## config.mk

```make
export PLATFORM = sky130hd
export DESIGN_NAME = mem_port_arbiter_flat
export DESIGN_NICKNAME = d
export VERILOG_FILES = /design/src/rtl/mem_port_arbiter_if.sv /design/src/rtl/mem_port_arbiter.sv /design/src/flat_wrapper.sv
export SDC_FILE = /design/constraint.sdc
export NUM_CORES = 1
export LEC_CHECK = 0
export CORE_AREA = 2 2 113 115
export DETAILED_ROUTE_END_ITERATION = 6
export DIE_AREA = 0 0 115 117
export PLACE_DENSITY = 0.79
export SYNTH_ARGS = -nofsm -noshare
export SYNTH_HDL_FRONTEND = slang
export SYNTH_SLANG_ARGS = --single-unit
```

## constraint.sdc

```tcl
create_clock -name clk -period 2.4 [get_ports clk]
set_clock_uncertainty 0.1 [all_clocks]
set_input_delay 0.48 -clock clk [delete_from_list [all_inputs] [get_ports clk]]
set_output_delay 0.48 -clock clk [all_outputs]
set_load 0.02 [all_outputs]
```

## src/rtl/mem_port_arbiter_if.sv

```systemverilog
// mem_port_arbiter_if: fetch, load/store and downstream memory port bundle.
// The arbiter uses slave; the environment (cores, memory) uses master.
interface mem_port_arbiter_if #(
  parameter int ADDR_WIDTH = 32,
  parameter int DATA_WIDTH = 32
);
  localparam int MW = DATA_WIDTH / 8;

  logic                  inst_read_i;
  logic [ADDR_WIDTH-1:0] inst_addr_i;
  logic                  inst_resp_o;
  logic [DATA_WIDTH-1:0] inst_rdata_o;

  logic                  data_read_i;
  logic                  data_write_i;
  logic [ADDR_WIDTH-1:0] data_addr_i;
  logic [DATA_WIDTH-1:0] data_wdata_i;
  logic [MW-1:0]         data_mbe_i;
  logic                  data_resp_o;
  logic [DATA_WIDTH-1:0] data_rdata_o;

  logic                  mem_read_o;
  logic                  mem_write_o;
  logic [ADDR_WIDTH-1:0] mem_addr_o;
  logic [DATA_WIDTH-1:0] mem_wdata_o;
  logic [MW-1:0]         mem_mbe_o;
  logic                  mem_resp_i;
  logic [DATA_WIDTH-1:0] mem_rdata_i;

  modport slave (
    input  inst_read_i, inst_addr_i,
    output inst_resp_o, inst_rdata_o,
    input  data_read_i, data_write_i, data_addr_i,
    input  data_wdata_i, data_mbe_i,
    output data_resp_o, data_rdata_o,
    output mem_read_o, mem_write_o, mem_addr_o,
    output mem_wdata_o, mem_mbe_o,
    input  mem_resp_i, mem_rdata_i
  );

  modport master (
    output inst_read_i, inst_addr_i,
    input  inst_resp_o, inst_rdata_o,
    output data_read_i, data_write_i, data_addr_i,
    output data_wdata_i, data_mbe_i,
    input  data_resp_o, data_rdata_o,
    input  mem_read_o, mem_write_o, mem_addr_o,
    input  mem_wdata_o, mem_mbe_o,
    output mem_resp_i, mem_rdata_i
  );
endinterface

```

## src/rtl/mem_port_arbiter.sv

```systemverilog
// mem_port_arbiter: shares one memory port between fetch and load/store.
// Define MEM_ARB_FAIR_EN to alternate priority on fetch/data ties.
module mem_port_arbiter #(
  parameter int ADDR_WIDTH = 32,
  parameter int DATA_WIDTH = 32
) (
  input  logic              clk,
  input  logic              rst,
  input  logic              fls_i,
  mem_port_arbiter_if.slave bus
);
  localparam int MW = DATA_WIDTH / 8;

  localparam logic [1:0] IDLE = 2'd0;
  localparam logic [1:0] INST = 2'd1;
  localparam logic [1:0] DATA = 2'd2;

  logic [1:0]            state_q, state_d;
  logic [ADDR_WIDTH-1:0] addr_q, addr_d;
  logic [DATA_WIDTH-1:0] wdata_q, wdata_d;
  logic [MW-1:0]         mbe_q, mbe_d;
  logic                  rd_q, rd_d;
  logic                  wr_q, wr_d;
  logic                  drop_q, drop_d;
  logic                  data_pend, inst_pend;
  logic                  pick_data, grant;
  logic                  inst_ok, data_ok;

  assign data_pend = bus.data_read_i | bus.data_write_i;
  assign inst_pend = bus.inst_read_i & ~fls_i;
  assign grant     = (state_q == IDLE) & (data_pend | inst_pend);

`ifdef MEM_ARB_FAIR_EN
  // Set when data won the last grant; fetch then wins the next tie.
  logic last_q;
  assign pick_data = data_pend & ~(inst_pend & last_q);

  always_ff @(posedge clk or posedge rst) begin
    if (rst)        last_q <= 1'b0;
    else if (grant) last_q <= pick_data;
  end
`else
  assign pick_data = data_pend;
`endif

  always_comb begin
    state_d = state_q;
    addr_d  = addr_q;
    wdata_d = wdata_q;
    mbe_d   = mbe_q;
    rd_d    = rd_q;
    wr_d    = wr_q;
    drop_d  = drop_q;
    unique case (state_q)
      IDLE: begin
        drop_d = 1'b0;
        if (pick_data) begin
          state_d = DATA;
          addr_d  = bus.data_addr_i;
          wdata_d = bus.data_wdata_i;
          mbe_d   = bus.data_mbe_i;
          wr_d    = bus.data_write_i;
          rd_d    = ~bus.data_write_i;
        end else if (inst_pend) begin
          state_d = INST;
          addr_d  = bus.inst_addr_i;
          wdata_d = '0;
          mbe_d   = '1;
          rd_d    = 1'b1;
          wr_d    = 1'b0;
        end
      end
      INST: begin
        drop_d = drop_q | fls_i;
        if (bus.mem_resp_i) begin
          state_d = IDLE;
          rd_d    = 1'b0;
          wr_d    = 1'b0;
          drop_d  = 1'b0;
        end
      end
      DATA: begin
        if (bus.mem_resp_i) begin
          state_d = IDLE;
          rd_d    = 1'b0;
          wr_d    = 1'b0;
        end
      end
      default: begin
        state_d = IDLE;
        rd_d    = 1'b0;
        wr_d    = 1'b0;
        drop_d  = 1'b0;
      end
    endcase
  end

  always_ff @(posedge clk or posedge rst) begin
    if (rst) begin
      state_q <= IDLE;
      addr_q  <= '0;
      wdata_q <= '0;
      mbe_q   <= '0;
      rd_q    <= 1'b0;
      wr_q    <= 1'b0;
      drop_q  <= 1'b0;
    end else begin
      state_q <= state_d;
      addr_q  <= addr_d;
      wdata_q <= wdata_d;
      mbe_q   <= mbe_d;
      rd_q    <= rd_d;
      wr_q    <= wr_d;
      drop_q  <= drop_d;
    end
  end

  // A flush landing on the response cycle squashes it too.
  assign inst_ok = (state_q == INST) & bus.mem_resp_i
                 & ~drop_q & ~fls_i;
  assign data_ok = (state_q == DATA) & bus.mem_resp_i;

  assign bus.inst_resp_o  = inst_ok;
  assign bus.inst_rdata_o = inst_ok ? bus.mem_rdata_i : '0;
  assign bus.data_resp_o  = data_ok;
  assign bus.data_rdata_o = data_ok ? bus.mem_rdata_i : '0;

  assign bus.mem_read_o  = rd_q;
  assign bus.mem_write_o = wr_q;
  assign bus.mem_addr_o  = addr_q;
  assign bus.mem_wdata_o = wdata_q;
  assign bus.mem_mbe_o   = mbe_q;
endmodule

```

## src/flat_wrapper.sv

```systemverilog
// flat-port wrapper written by rule: the top's interface ports become plain ports
module mem_port_arbiter_flat 
#(
  parameter int ADDR_WIDTH = 32,
  parameter int DATA_WIDTH = 32
)
  (clk, rst, fls_i, bus_inst_read_i, bus_inst_addr_i, bus_inst_resp_o, bus_inst_rdata_o, bus_data_read_i, bus_data_write_i, bus_data_addr_i, bus_data_wdata_i, bus_data_mbe_i, bus_data_resp_o, bus_data_rdata_o, bus_mem_read_o, bus_mem_write_o, bus_mem_addr_o, bus_mem_wdata_o, bus_mem_mbe_o, bus_mem_resp_i, bus_mem_rdata_i);
  mem_port_arbiter_if #(.ADDR_WIDTH(ADDR_WIDTH), .DATA_WIDTH(DATA_WIDTH)) bus_i ();
  input  logic clk;
  input  logic rst;
  input  logic fls_i;
  input wire logic [$bits(bus_i.inst_read_i)-1:0] bus_inst_read_i;
  input wire logic [$bits(bus_i.inst_addr_i)-1:0] bus_inst_addr_i;
  output wire logic [$bits(bus_i.inst_resp_o)-1:0] bus_inst_resp_o;
  output wire logic [$bits(bus_i.inst_rdata_o)-1:0] bus_inst_rdata_o;
  input wire logic [$bits(bus_i.data_read_i)-1:0] bus_data_read_i;
  input wire logic [$bits(bus_i.data_write_i)-1:0] bus_data_write_i;
  input wire logic [$bits(bus_i.data_addr_i)-1:0] bus_data_addr_i;
  input wire logic [$bits(bus_i.data_wdata_i)-1:0] bus_data_wdata_i;
  input wire logic [$bits(bus_i.data_mbe_i)-1:0] bus_data_mbe_i;
  output wire logic [$bits(bus_i.data_resp_o)-1:0] bus_data_resp_o;
  output wire logic [$bits(bus_i.data_rdata_o)-1:0] bus_data_rdata_o;
  output wire logic [$bits(bus_i.mem_read_o)-1:0] bus_mem_read_o;
  output wire logic [$bits(bus_i.mem_write_o)-1:0] bus_mem_write_o;
  output wire logic [$bits(bus_i.mem_addr_o)-1:0] bus_mem_addr_o;
  output wire logic [$bits(bus_i.mem_wdata_o)-1:0] bus_mem_wdata_o;
  output wire logic [$bits(bus_i.mem_mbe_o)-1:0] bus_mem_mbe_o;
  input wire logic [$bits(bus_i.mem_resp_i)-1:0] bus_mem_resp_i;
  input wire logic [$bits(bus_i.mem_rdata_i)-1:0] bus_mem_rdata_i;
  assign bus_i.inst_read_i = bus_inst_read_i;
  assign bus_i.inst_addr_i = bus_inst_addr_i;
  assign bus_inst_resp_o = bus_i.inst_resp_o;
  assign bus_inst_rdata_o = bus_i.inst_rdata_o;
  assign bus_i.data_read_i = bus_data_read_i;
  assign bus_i.data_write_i = bus_data_write_i;
  assign bus_i.data_addr_i = bus_data_addr_i;
  assign bus_i.data_wdata_i = bus_data_wdata_i;
  assign bus_i.data_mbe_i = bus_data_mbe_i;
  assign bus_data_resp_o = bus_i.data_resp_o;
  assign bus_data_rdata_o = bus_i.data_rdata_o;
  assign bus_mem_read_o = bus_i.mem_read_o;
  assign bus_mem_write_o = bus_i.mem_write_o;
  assign bus_mem_addr_o = bus_i.mem_addr_o;
  assign bus_mem_wdata_o = bus_i.mem_wdata_o;
  assign bus_mem_mbe_o = bus_i.mem_mbe_o;
  assign bus_i.mem_resp_i = bus_mem_resp_i;
  assign bus_i.mem_rdata_i = bus_mem_rdata_i;
  mem_port_arbiter #(.ADDR_WIDTH(ADDR_WIDTH), .DATA_WIDTH(DATA_WIDTH)) u_core (.clk(clk), .rst(rst), .fls_i(fls_i), .bus(bus_i));
endmodule
```

==> impl_metrics.csv, run 1 <==
group,metric,value,unit
run_status,status,"completed",
detailed_routing,drc,0,
die,rows,41,
detailed_routing,wirelength,12300,µm
yosys,syn_inst,296,
setup_path,worstSetupStartpointType,"flop",
yosys,yosys_warnings,0,
yosys,synth_cell_types,31,
die,core,0.0123,mm²
setup_path,critPathKind,"flop to output pin",
final_layout,layout_commonest_cell,"clkdlybuf4s50_1",
detailed_routing,viasPerCell,4.72,
power_and_ir_drop,p_leak,3.28,nW
detailed_routing,ant_nets,0,
final_layout,mostFrequentLayoutCells,"clkdlybuf4s50_1 (207), dfrtp_1 (73), mux2_2 (38), a22o_1 (32), and3_1 (32)",
grt,grt_start_max_net_pins,38,
die,die_w,115,µm
sta,setup_viol,0,
sta,slew_violations,0,
final_layout,final_cells,729,
hold_path,hold_class,"input port to async pin",
grt,antenna_found_initial,0,
flow_run,cap_violations,0,
placed_design,place_inst,710,
detailed_routing,dr.pass1.iters,4,
clock_network,clk_latency,0.32,ns
placed_design,place.gp.congestion,0.828,
final_layout,diodes,0,
final_layout,final_util,56.7,%
final_layout,fin_nets,716,
final_layout,layout-drive-gt1-share,24.4,%
placed_design,post_dp_cell_area,0.00670,mm²
grt,grt_pass1_vias,3417,
setup_path,critPathRequiredTime,1.82,ns
placed_design,port_buffers,274,
sta,rsz0062_at_grt,"yes",
final_layout,fin_area,0.00698,mm²
detailed_routing,vias,3440,
grt,grt_first_pass_wirelength,18100,µm
sta,fin_hold_ws,0.337,ns
detailed_routing,wl_per_cell,16.9,µm
sta,worst_pin_slew,0.458,ns
yosys,ys_ff_latch,73,
clock_network,clock-sinks,73,
setup_path,arrival,1.74,ns
placed_design,dp_hpwl,9300,µm
sta,finalHoldViolCount,0,
setup_path,end_kind,"output pin",
power_and_ir_drop,powerDensity,1110,mW/mm²
power_and_ir_drop,vdd_drop_max,0.638,mV
die,start_util,30.4,%
grt,grt_usage,17.0,%
setup_path,r2r_cells,7,
die,num_io_pins,275,
yosys,syn_area,0.00374,mm²
clock_network,htree_levels,3,
yosys,avgSynthCellArea,12.6,µm²
detailed_routing,drt_iter0_markers,104,
grt,grt_remaining_overflow,0,
clock_network,cts_root_buffer,"clkbuf_16",
clock_network,tritoncts,"yes",
final_layout,syn2layout_area_growth,86.6,%
sta,max_freq,0.430,GHz
setup_path,path_max_fanout,34,
yosys,ys_seq_area_share,48.9,%
clock_network,cts_inserted_buffers,9,
yosys,syn_nets,438,
sta,slew_headroom,69.5,%
sta,setup_tns,0,ns
sta,finalCritPeriodShare,96.8,%
clock_network,path_clk_slew,0.07,ns
clock_network,cts_buffer_depth,2,
sta,min_period,2.32,ns
die,die_area,0.0135,mm²
die,die_y,117,µm
## per-layer routing
| layer | global-route usage (%) | part of all wire [%] |
|---|---|---|
| met2 | 29.3 | 50 |
| met4 | 5.54 | 1.4 |
| met3 | 3.50 | 6.6 |
| met1 | 21.6 | 42 |
| met5 | 0 | 0 |
## what timing repair did
action,4_1_cts,5_1_grt
hold buffers,0,0
setup endpoints to repair,66,38
resized for setup,166,29
cloned,1,1
buffers inserted,1,0
pin swaps,1,1
## per-stage QoR
stage               power [W]  setup slack (ns)
floorplan             0.00431             0.282
global placement      0.00628            -0.284
detailed placement    0.00639            -0.353
CTS                   0.00780            -0.180
global route          0.00815           0.00194
finish                0.00774            0.0766
## registers in the layout, summed over array words and instances, names as in the netlist
name / count
u_core.drop_q: 1
u_core.bus.mem_mbe_o: 4
u_core.bus.mem_read_o: 1
u_core.bus.mem_addr_o: 32
u_core.bus.mem_wdata_o: 32
u_core.state_q: 2
u_core.bus.mem_write_o: 1
## worst max-delay path: stages, from the launching register on
cell and delay [ns]:
dfrtp_1 0.39, buf_4 0.14, ha_1 0.20, buf_12 0.17
and3_1 0.18, dlygate4sd2_1 0.33
## path summary, 6_finish.rpt
kind	startpoint	slack (ns)	endpoint
max in group asynchronous	rst	1.15	u_core.bus.mem_wdata_o[3]
worst min register to register	u_core.bus.mem_mbe_o[3]	0.40	u_core.bus.mem_mbe_o[3]
worst max-delay path	u_core.state_q[1]	0.08	bus_data_rdata_o[5]
worst min-delay path	rst	0.34	u_core.bus.mem_wdata_o[12]
worst max register to register	u_core.state_q[1]	0.45	u_core.bus.mem_addr_o[17]
min in group clk	u_core.bus.mem_mbe_o[3]	0.40	u_core.bus.mem_mbe_o[3]
## where the power goes
part / internal, W / leakage, nW / switching (W) / total, W
clock network: 0.000914 / 0.153 / 0.000523 / 0.00144
registers: 0.00184 / 0.876 / 0.000348 / 0.00219
logic: 0.00213 / 2.25 / 0.00197 / 0.00411
## synthesized netlist by cell type (all sizes together)
cell	number	share of area (%)
a2111o	1	0.30
a21oi	5	0.97
a22o	32	7.5
a22oi	1	0.20
a32oi	1	0.23
and2	33	5.5
and3	32	5.4
buf	14	2.7
clkbuf	9	0.90
dfrtp	73	49
ha	3	1.0
inv	5	0.50
mux2	64	22
nand2	4	0.40
nand2b	3	0.70
nand3	1	0.13
nand4	1	0.17
nor2	3	0.37
nor2b	2	0.33
nor3	1	0.27
o21ai	2	0.37
o22a	4	0.94
o22ai	1	0.17
or2	1	0.17
## logic make-up (layout without fill, tap and decap cells)
| logic type | count (synthesis) | after routing | share of synthesized area [%] |
|---|---|---|---|
| simple gates | 81 | 81 | 13.4 |
| flops | 73 | 73 | 48.9 |
| mux | 64 | 64 | 21.9 |
| compound gates | 47 | 47 | 10.7 |
| buf+inv | 28 | 311 | 4.15 |
| fa+ha+maj | 3 | 3 | 1.00 |
## layout make-up
class,count,area (µm²)
clock inverter,6,90.1
fill,1068,5340
clock buffer,10,229
tap,150,188
sequential,73,1830
multi-input combinational,195,1780
inverter,5,22.5
timing repair buffer,290,2840
Power figures use the tool's default switching activity.
==> run 2, diff against run 1 <==
--- a/config.mk
+++ b/config.mk
@@ -9,6 +9,7 @@
 export DETAILED_ROUTE_END_ITERATION = 6
 export DIE_AREA = 0 0 115 117
 export PLACE_DENSITY = 0.79
+export REMOVE_ABC_BUFFERS = 1
 export SYNTH_ARGS = -nofsm -noshare
 export SYNTH_HDL_FRONTEND = slang
 export SYNTH_SLANG_ARGS = --single-unit
==> run 2 against run 1 <==
Effect of this change: total power decreased by 1.5%; sequential cell count did not move; via count down 1.1%; die area did not move; utilization down 1.1 points; cell count decreased by 0.14%; clock power is 6% lower; register-to-register slack lost 0.03 ns.
==> impl_metrics.csv, run 2 (synthesis gave the netlist of run 1 again) <==
group,metric,value,unit
grt,grt_pass1_vias,3423,
power_and_ir_drop,powerDensity,1110,mW/mm²
power_and_ir_drop,p_sw,0.00283,W
clock_network,hold_buffers,0,
placed_design,place_ws,-0.328,ns
sta,min_period,2.36,ns
placed_design,place.gp.congestion,0.872,
setup_path,endpoint,"bus_inst_rdata_o[8]",
die,num_io_pins,275,
grt,grt_start_max_net_pins,74,
final_layout,diodes,0,
hold_path,hold_class,"flop to flop",
setup_path,r2r_slack,0.42,ns
clock_network,path_clk_slew,0.06,ns
final_layout,multi_input_area,0.00176,mm²
final_layout,fillers,1089,
die,die_w,115,µm
sta,worst_pin_slew,0.389,ns
setup_path,r2r_cells,7,
setup_path,crit_start,"bus_mem_resp_i",
final_layout,syn2layout_area_growth,83.0,%
final_layout,layout-drive-gt1-share,23.5,%
sta,slew_violations,0,
sta,slew_headroom,74.0,%
sta,finalHoldViolCount,0,
clock_network,tritoncts,"yes",
sta,max_freq,0.424,GHz
setup_path,rr_startpoint,"u_core.state_q[1]",
grt,grt_remaining_overflow,0,
sta,rsz0062_at_grt,"yes",
final_layout,regArea,0.00183,mm²
power_and_ir_drop,p_seq_share,28.6,%
setup_path,end_kind,"output pin",
detailed_routing,vias,3402,
clock_network,clock-sinks,73,
detailed_routing,drt_iter0_markers,136,
power_and_ir_drop,vdd_drop_max,0.610,mV
detailed_routing,drc,0,
detailed_routing,viasPerCell,4.67,
final_layout,final_util,55.6,%
final_layout,fin_nets,715,
detailed_routing,wl_per_cell,16.9,µm
die,die_y,117,µm
setup_path,worstSetupStartpointType,"input port",
final_layout,layout_commonest_cell,"clkdlybuf4s50_1",
clock_network,cts_buffer_depth,2,
die,rows,41,
detailed_routing,ant_nets,0,
setup_path,critPathKind,"input port to output pin",
clock_network,htree_levels,3,
sta,setup_viol,0,
final_layout,mostFrequentLayoutCells,"clkdlybuf4s50_1 (208), dfrtp_1 (73), mux2_2 (38), and2_1 (33)",
setup_path,r2r-end,"u_core.bus.mem_addr_o[7]",
die,die_area,0.0135,mm²
power_and_ir_drop,p_sw_share,37.1,%
clock_network,clk_latency,0.32,ns
power_and_ir_drop,p_int,0.00479,W
power_and_ir_drop,pwr-share-clk,17.7,%
power_and_ir_drop,p_leak,3.25,nW
run_status,status,"completed",
sta,fin_hold_ws,0.396,ns
setup_path,critPathRequiredTime,1.82,ns
clock_network,cts_root_buffer,"clkbuf_16",
detailed_routing,wirelength,12300,µm
detailed_routing,dr.pass1.iters,4,
setup_path,path_max_fanout,14,
placed_design,port_buffers,274,
power_and_ir_drop,p_comb_share,53.7,%
setup_path,arrival,1.78,ns
flow_run,cap_violations,0,
die,core,0.0123,mm²
clock_network,cts_inserted_buffers,9,
sta,finalCritPeriodShare,98.3,%
grt,grt_first_pass_wirelength,18000,µm
grt,grt_usage,17.1,%
die,start_util,30.4,%
placed_design,dp_hpwl,9470,µm
grt,antenna_found_initial,0,
sta,post-route-worst-setup-slack,0.0414,ns
[run 2: cell count changes in the layout (fill, tap and decap cells not counted), moves of 2 or more]
cell and delta:
and2_1 +3, and2_4 -3, buf_2 +15, buf_4 -11, buf_6 -4, dlymetal6s2s_1 -2
[run 2: cell type report]
cell class | count | share of cell area (%)
Sequential cell | 73 | 26.7
Multi-Input combinational cell | 195 | 25.8
Timing Repair Buffer | 289 | 40.1
Clock buffer | 9 | 3.29
Clock inverter | 7 | 1.13
Tap cell | 150 | 2.74
Inverter | 5 | 0.274
[run 2: how the worst min path moves through the flow]
| stage | start | endpoint | slack (ns) | depth (start not counted) |
|---|---|---|---|---|
| after detailed placement | u_core.bus.mem_wdata_o[7] | u_core.bus.mem_wdata_o[7] | 0.38 | 1 |
| after global routing | u_core.bus.mem_addr_o[9] | u_core.bus.mem_addr_o[9] | 0.41 | 1 |
| after CTS | u_core.bus.mem_wdata_o[26] | u_core.bus.mem_wdata_o[26] | 0.40 | 1 |
| after floorplan | u_core.state_q[0] | u_core.state_q[0] | 0.39 | 2 |
| after global placement | u_core.bus.mem_mbe_o[0] | u_core.bus.mem_mbe_o[0] | 0.38 | 1 |
| final | u_core.bus.mem_wdata_o[6] | u_core.bus.mem_wdata_o[6] | 0.40 | 1 |
[run 2: layer usage]
layer / track usage (%) / routed length [µm] / vias to the layer above
met4: 5.14 / 229 / 0
li1: - / - / 1627
met1: 21.1 / 5060 / 1613
met2: 29.5 / 6200 / 143
met3: 4.43 / 852 / 19
met5: 0 / 0 / -
[run 2: worst max-delay path: stages]
cell and delay (ns):
clkdlybuf4s50_1 0.52, nand2_1 0.08, nor3_2 0.16, buf_4 0.21
and2_1 0.15, buf_2 0.18
[run 2: metrics by stage]
stage / std cells / TNS [ns] / instance area [µm²] / power (W)
after CTS: 728 / -0.241 / 7030 / 0.00773
after floorplan: 273 / -56.13 / 3600 / 0.00421
after global placement: 712 / -14.96 / 6730 / 0.00631
final: 728 / 0 / 6840 / 0.00762
after global routing: 728 / -0.0156 / 6840 / 0.00804
after detailed placement: 712 / -17.58 / 6730 / 0.00641
[run 2: what timing repair did]
item	in CTS	in global routing
cloned	0	0
hold endpoints to repair	0	0
setup endpoints to repair	66	34
buffers inserted	0	0
gates resized for setup	132	36
[run 2: power groups by stage]
stage,sequential (W),clock [W],combinational [W]
final,0.00218,0.00135,0.00409
after global routing,0.00226,0.00145,0.00433
after CTS,0.00219,0.00139,0.00415
after detailed placement,0.00219,0,0.00422
after global placement,0.00217,0,0.00414
after floorplan,0.00289,0,0.00133
==> run 3, diff against run 2 <==
--- a/config.mk
+++ b/config.mk
@@ -6,6 +6,7 @@
 export NUM_CORES = 1
 export LEC_CHECK = 0
 export CORE_AREA = 2 2 113 115
+export CTS_CLUSTER_DIAMETER = 120
 export DETAILED_ROUTE_END_ITERATION = 6
 export DIE_AREA = 0 0 115 117
 export PLACE_DENSITY = 0.79
==> results of run 3 <==
Same layout as run 2: the final DEF is identical, and so are final timing and power.
==> patch 1 (settings of run 3) <==
Take the reset off `wdata_q` and load it in a clocked block of its own.
--- a/src/rtl/mem_port_arbiter.sv
+++ b/src/rtl/mem_port_arbiter.sv
@@ -99,7 +99,6 @@
     if (rst) begin
       state_q <= IDLE;
       addr_q  <= '0;
-      wdata_q <= '0;
       mbe_q   <= '0;
       rd_q    <= 1'b0;
       wr_q    <= 1'b0;
@@ -107,12 +106,15 @@
     end else begin
       state_q <= state_d;
       addr_q  <= addr_d;
-      wdata_q <= wdata_d;
       mbe_q   <= mbe_d;
       rd_q    <= rd_d;
       wr_q    <= wr_d;
       drop_q  <= drop_d;
     end
+  end
+
+  always_ff @(posedge clk) begin
+    wdata_q <= wdata_d;
   end
 
   // A flush landing on the response cycle squashes it too.
Behaviour: not the same (Yosys sat finds a counterexample within 4 cycles, from zero or initial values and one cycle with rst high).
==> patch 1 against run 3 <==
  * Total power decreased by 7.2%
  * Setup slack lost 0.0048 ns
  * Register-to-register slack worse by 0.04 ns
  * Routed wire length down 3.6%
  * Count of clock-buffer cells in the layout grew 1
  * Via count down 1.8%
  * Final cell count fell by 0.41%
  * Sequential cell count unchanged
  * Sequential power decreased by 2%
  * Cell area rose by 2.0%
  * Synthesized area up 1.7%
  * Die area is the same
  * Worst hold slack better by 0.0095 ns
  * Critical path type is now register to primary output
  * Highest routed layer unchanged
==> patch 1: results (changes against run 3) <==
| Metric | Value |
|---|---|
| Result of the run | `completed` |
| Hold Path Origin | `u_core.bus.mem_addr_o[31]` |
| NumNets Final | `712 (-0.42%)` |
| Post-synthesis async set-or-reset flop share | `56.2% (-44 points)` |
| Final clock period utilization by the worst path | `98.5% (+0.20 points)` |
| Post-route met1 wirelength | `4860 um (-4.1%)` |
| CP delay by family, top | `buffers and inverters` |
| Startpoint of the worst setup timing path | `u_core.state_q[1]` |
| Unique masters post-synth | `34 (+9.7%)` |
| Overall global routing resource usage | `17.3% (+0.18 points)` |
| Share of final-layout standard cells stronger than drive strength 1 | `24.9% (+1.3 points)` |
| Wire length on met3 | `885 um (+3.9%)` |
| Top cells by count, synth | `sky130_fd_sc_hd__and2_1, sky130_fd_sc_hd__dfrtp_1, sky130_fd_sc_hd__mux2_2` |
| Later-pin clock latency in the skew report | `0.34 ns (+0.02 ns)` |
| Max VDD drop | `0.000597 V (-2.1%)` |
| I/O Buffers | `274 (unchanged)` |
| Final weighted congestion in routability-driven placement | `0.934 (+7.1%)` |
| Register area share after synthesis | `52.2% (+3.4 points)` |
| Wire length of the first global-routing pass | `18000 um (about the same)` |
| Minimum setup slack after placement | `-0.339 ns (-0.0110 ns)` |
| Adder-cell share of the synthesized area | `0.987% (-0.017 points)` |
| Mux cell area share after synthesis | `21.4% (-0.47 points)` |
| Number of enable flip-flop cells after synthesis | `32 (+32)` |
| Minimum setup slack among reg-to-reg paths | `0.38 ns (-0.04 ns)` |
| Tightest slew margin relative to the limit | `64.4% (-9.7 points)` |
| Data arrival time at the worst-slack endpoint | `1.78 ns (about the same)` |
| Routed len/inst | `16.4 um (-3.2%)` |
| First DRT Iteration DRCs | `102 (-25%)` |
| Final hold slack | `0.406 ns (+0.00948 ns)` |
| Pin count of the biggest net entering global routing | `42 (-43%)` |
| Number of antenna violations at the first check in global routing | `0 (unchanged)` |
| Half-perimeter wire length after placement | `8940 um (-5.6%)` |
| Avg Vias per Cell | `4.61 (-1.4%)` |
| Dominant cell by count in the synthesized netlist | `sky130_fd_sc_hd__and2_1` |
| Met2 WL | `5890 um (-5.0%)` |
| Global routing usage on met1 | `21.2% (+0.092 points)` |
| Met3 layer usage reported by global route | `6.54% (+2.1 points)` |
| Post-synthesis xor/xnor area fraction | `0% (unchanged)` |
| Fill cell count | `1071 (-1.7%)` |
| Biggest area contributors in the synthesized netlist | `sky130_fd_sc_hd__dfrtp_1, sky130_fd_sc_hd__edfxtp_1, sky130_fd_sc_hd__mux2_2` |
| Compound-cell area share of the yosys netlist | `2.89% (-7.8 points)` |
| Via count of the first global-routing pass | `3370 (-1.5%)` |
| Uppermost layer routed | `met4` |
| LEAKAGE | `3.03 nW (-6.7%)` |
| Count of cells resized by post-cts repair | `164 (+24%)` |
| Max stage delay cell, worst path | `sky130_fd_sc_hd__dfrtp_1` |
| Maximum fanout along the worst path | `6 (-8)` |
## patch 1: cell types whose count changed in the layout (fill, tap and decap cells not counted), moves of 7 or more
cell / delta
sky130_fd_sc_hd__dfrtp_1: -32
sky130_fd_sc_hd__buf_4: +14
sky130_fd_sc_hd__dlygate4sd2_1: -26
sky130_fd_sc_hd__and2_1: +30
sky130_fd_sc_hd__buf_2: -21
sky130_fd_sc_hd__edfxtp_1: +32
sky130_fd_sc_hd__clkbuf_2: +7
sky130_fd_sc_hd__clkdlybuf4s15_1: +20
sky130_fd_sc_hd__buf_6: +9
sky130_fd_sc_hd__a22o_1: -32
## patch 1: cell type report
type / count / share of cell area (%)
timing repair buffer: 289 / 40.1
sequential: 73 / 28.5
multi-input combinational: 192 / 24.2
clock buffer: 10 / 3.28
tap: 150 / 2.69
clock inverter: 6 / 0.986
inverter: 5 / 0.269
## patch 1: where the power goes
group | internal [mW] | total (mW) | switching [mW]
Combinational | 1.88 | 3.58 | 1.70
Clock | 0.808 | 1.34 | 0.536
Sequential | 1.89 | 2.14 | 0.252
## patch 1: worst paths after layout
check | to | depth (start not counted)
worst max-delay path | bus_inst_rdata_o[18] | 8
worst min-delay path | u_core.bus.mem_addr_o[31] | 1
worst max register to register | u_core.bus.mem_addr_o[31] | 7
worst min register to register | u_core.bus.mem_addr_o[31] | 1
max in group asynchronous | u_core.state_q[0] | 3
min in group asynchronous | u_core.bus.mem_addr_o[6] | 3
## patch 1: metrics by stage
step / instance area (um^2) / std cells / setup TNS, ns
after floorplan: 3670 / 270 / -18.02
after global placement: 6720 / 704 / -16.10
after detailed placement: 6720 / 704 / -17.80
after CTS: 6880 / 721 / -0.204
after global routing: 6980 / 725 / -0.431
final: 6980 / 725 / 0
==> patch 2 (settings of run 3) <==
Without the edit above. `DATA_WIDTH` is set to 32 in 3 places; all go to 64.
--- a/src/rtl/mem_port_arbiter_if.sv
+++ b/src/rtl/mem_port_arbiter_if.sv
@@ -2,7 +2,7 @@
 // The arbiter uses slave; the environment (cores, memory) uses master.
 interface mem_port_arbiter_if #(
   parameter int ADDR_WIDTH = 32,
-  parameter int DATA_WIDTH = 32
+  parameter int DATA_WIDTH = 64
 );
   localparam int MW = DATA_WIDTH / 8;
 
--- a/src/rtl/mem_port_arbiter.sv
+++ b/src/rtl/mem_port_arbiter.sv
@@ -2,7 +2,7 @@
 // Define MEM_ARB_FAIR_EN to alternate priority on fetch/data ties.
 module mem_port_arbiter #(
   parameter int ADDR_WIDTH = 32,
-  parameter int DATA_WIDTH = 32
+  parameter int DATA_WIDTH = 64
 ) (
   input  logic              clk,
   input  logic              rst,
--- a/src/flat_wrapper.sv
+++ b/src/flat_wrapper.sv
@@ -2,7 +2,7 @@
 module mem_port_arbiter_flat 
 #(
   parameter int ADDR_WIDTH = 32,
-  parameter int DATA_WIDTH = 32
+  parameter int DATA_WIDTH = 64
 )
   (clk, rst, fls_i, bus_inst_read_i, bus_inst_addr_i, bus_inst_resp_o, bus_inst_rdata_o, bus_data_read_i, bus_data_write_i, bus_data_addr_i, bus_data_wdata_i, bus_data_mbe_i, bus_data_resp_o, bus_data_rdata_o, bus_mem_read_o, bus_mem_write_o, bus_mem_addr_o, bus_mem_wdata_o, bus_mem_mbe_o, bus_mem_resp_i, bus_mem_rdata_i);
   mem_port_arbiter_if #(.ADDR_WIDTH(ADDR_WIDTH), .DATA_WIDTH(DATA_WIDTH)) bus_i ();
Interface: changed (7 resized); port bits go from 275 to 443. The function was not compared with the original's and may differ.
==> patch 2 against run 3 <==
  * The flow now stops in I/O pin placement
  * Synthesized area rose by 47%
==> patch 2: results (changes against run 3) <==
| Metric | Value |
|---|---|
| Standard-cell rows | `41 (unchanged)` |
| Result of the run | `aborted with a tool error` |
| Mux cell area share after synthesis | `15.3% (-6.5 points)` |
| Dominant cell by count in the synthesized netlist | `sky130_fd_sc_hd__dfrtp_1` |
| Post-synthesis register bit count | `109 (+49%)` |
| Biggest area contributors in the synthesized netlist | `sky130_fd_sc_hd__dfrtp_1, sky130_fd_sc_hd__a22o_1, sky130_fd_sc_hd__mux2_4` |
| Unique masters post-synth | `28 (-9.7%)` |
| Compound-cell area share of the yosys netlist | `13.3% (+2.6 points)` |
| First logged error message | `[ERROR PPL-0024] Number of IO pins (443) exceeds maximum number of available positions (410). Increase the die perimeter from 464.00um to 602.48um.` |
| Last stage the flow got to | `I/O pin placement` |
| Register area share after synthesis | `49.8% (+0.90 points)` |
| Yosys warning count | `0 (unchanged)` |
| Top cells by count, synth | `sky130_fd_sc_hd__dfrtp_1, sky130_fd_sc_hd__a22o_1, sky130_fd_sc_hd__and2_1` |
| Post-synthesis xor/xnor area fraction | `0% (unchanged)` |
| Adder-cell share of the synthesized area | `0.685% (-0.32 points)` |
| Avg Inst Size Synth | `12.2 um^2 (-3.6%)` |
| Post-synthesis async set-or-reset flop share | `100% (unchanged)` |
patch 2: cell types whose count changed after synthesis, sizes merged, moves of 2 or more:
cell and delta:
o22a +4, buf +6, and2 +33, dfrtp +36
a22o +34, inv +2, and3 +32, nand2 -2
clkbuf +13
patch 2: kinds of logic after synthesis:
logic type / count (synthesis)
compound gates: 85
simple gates: 140
fa+ha+maj: 3
buf+inv: 49
mux: 64
flops: 109
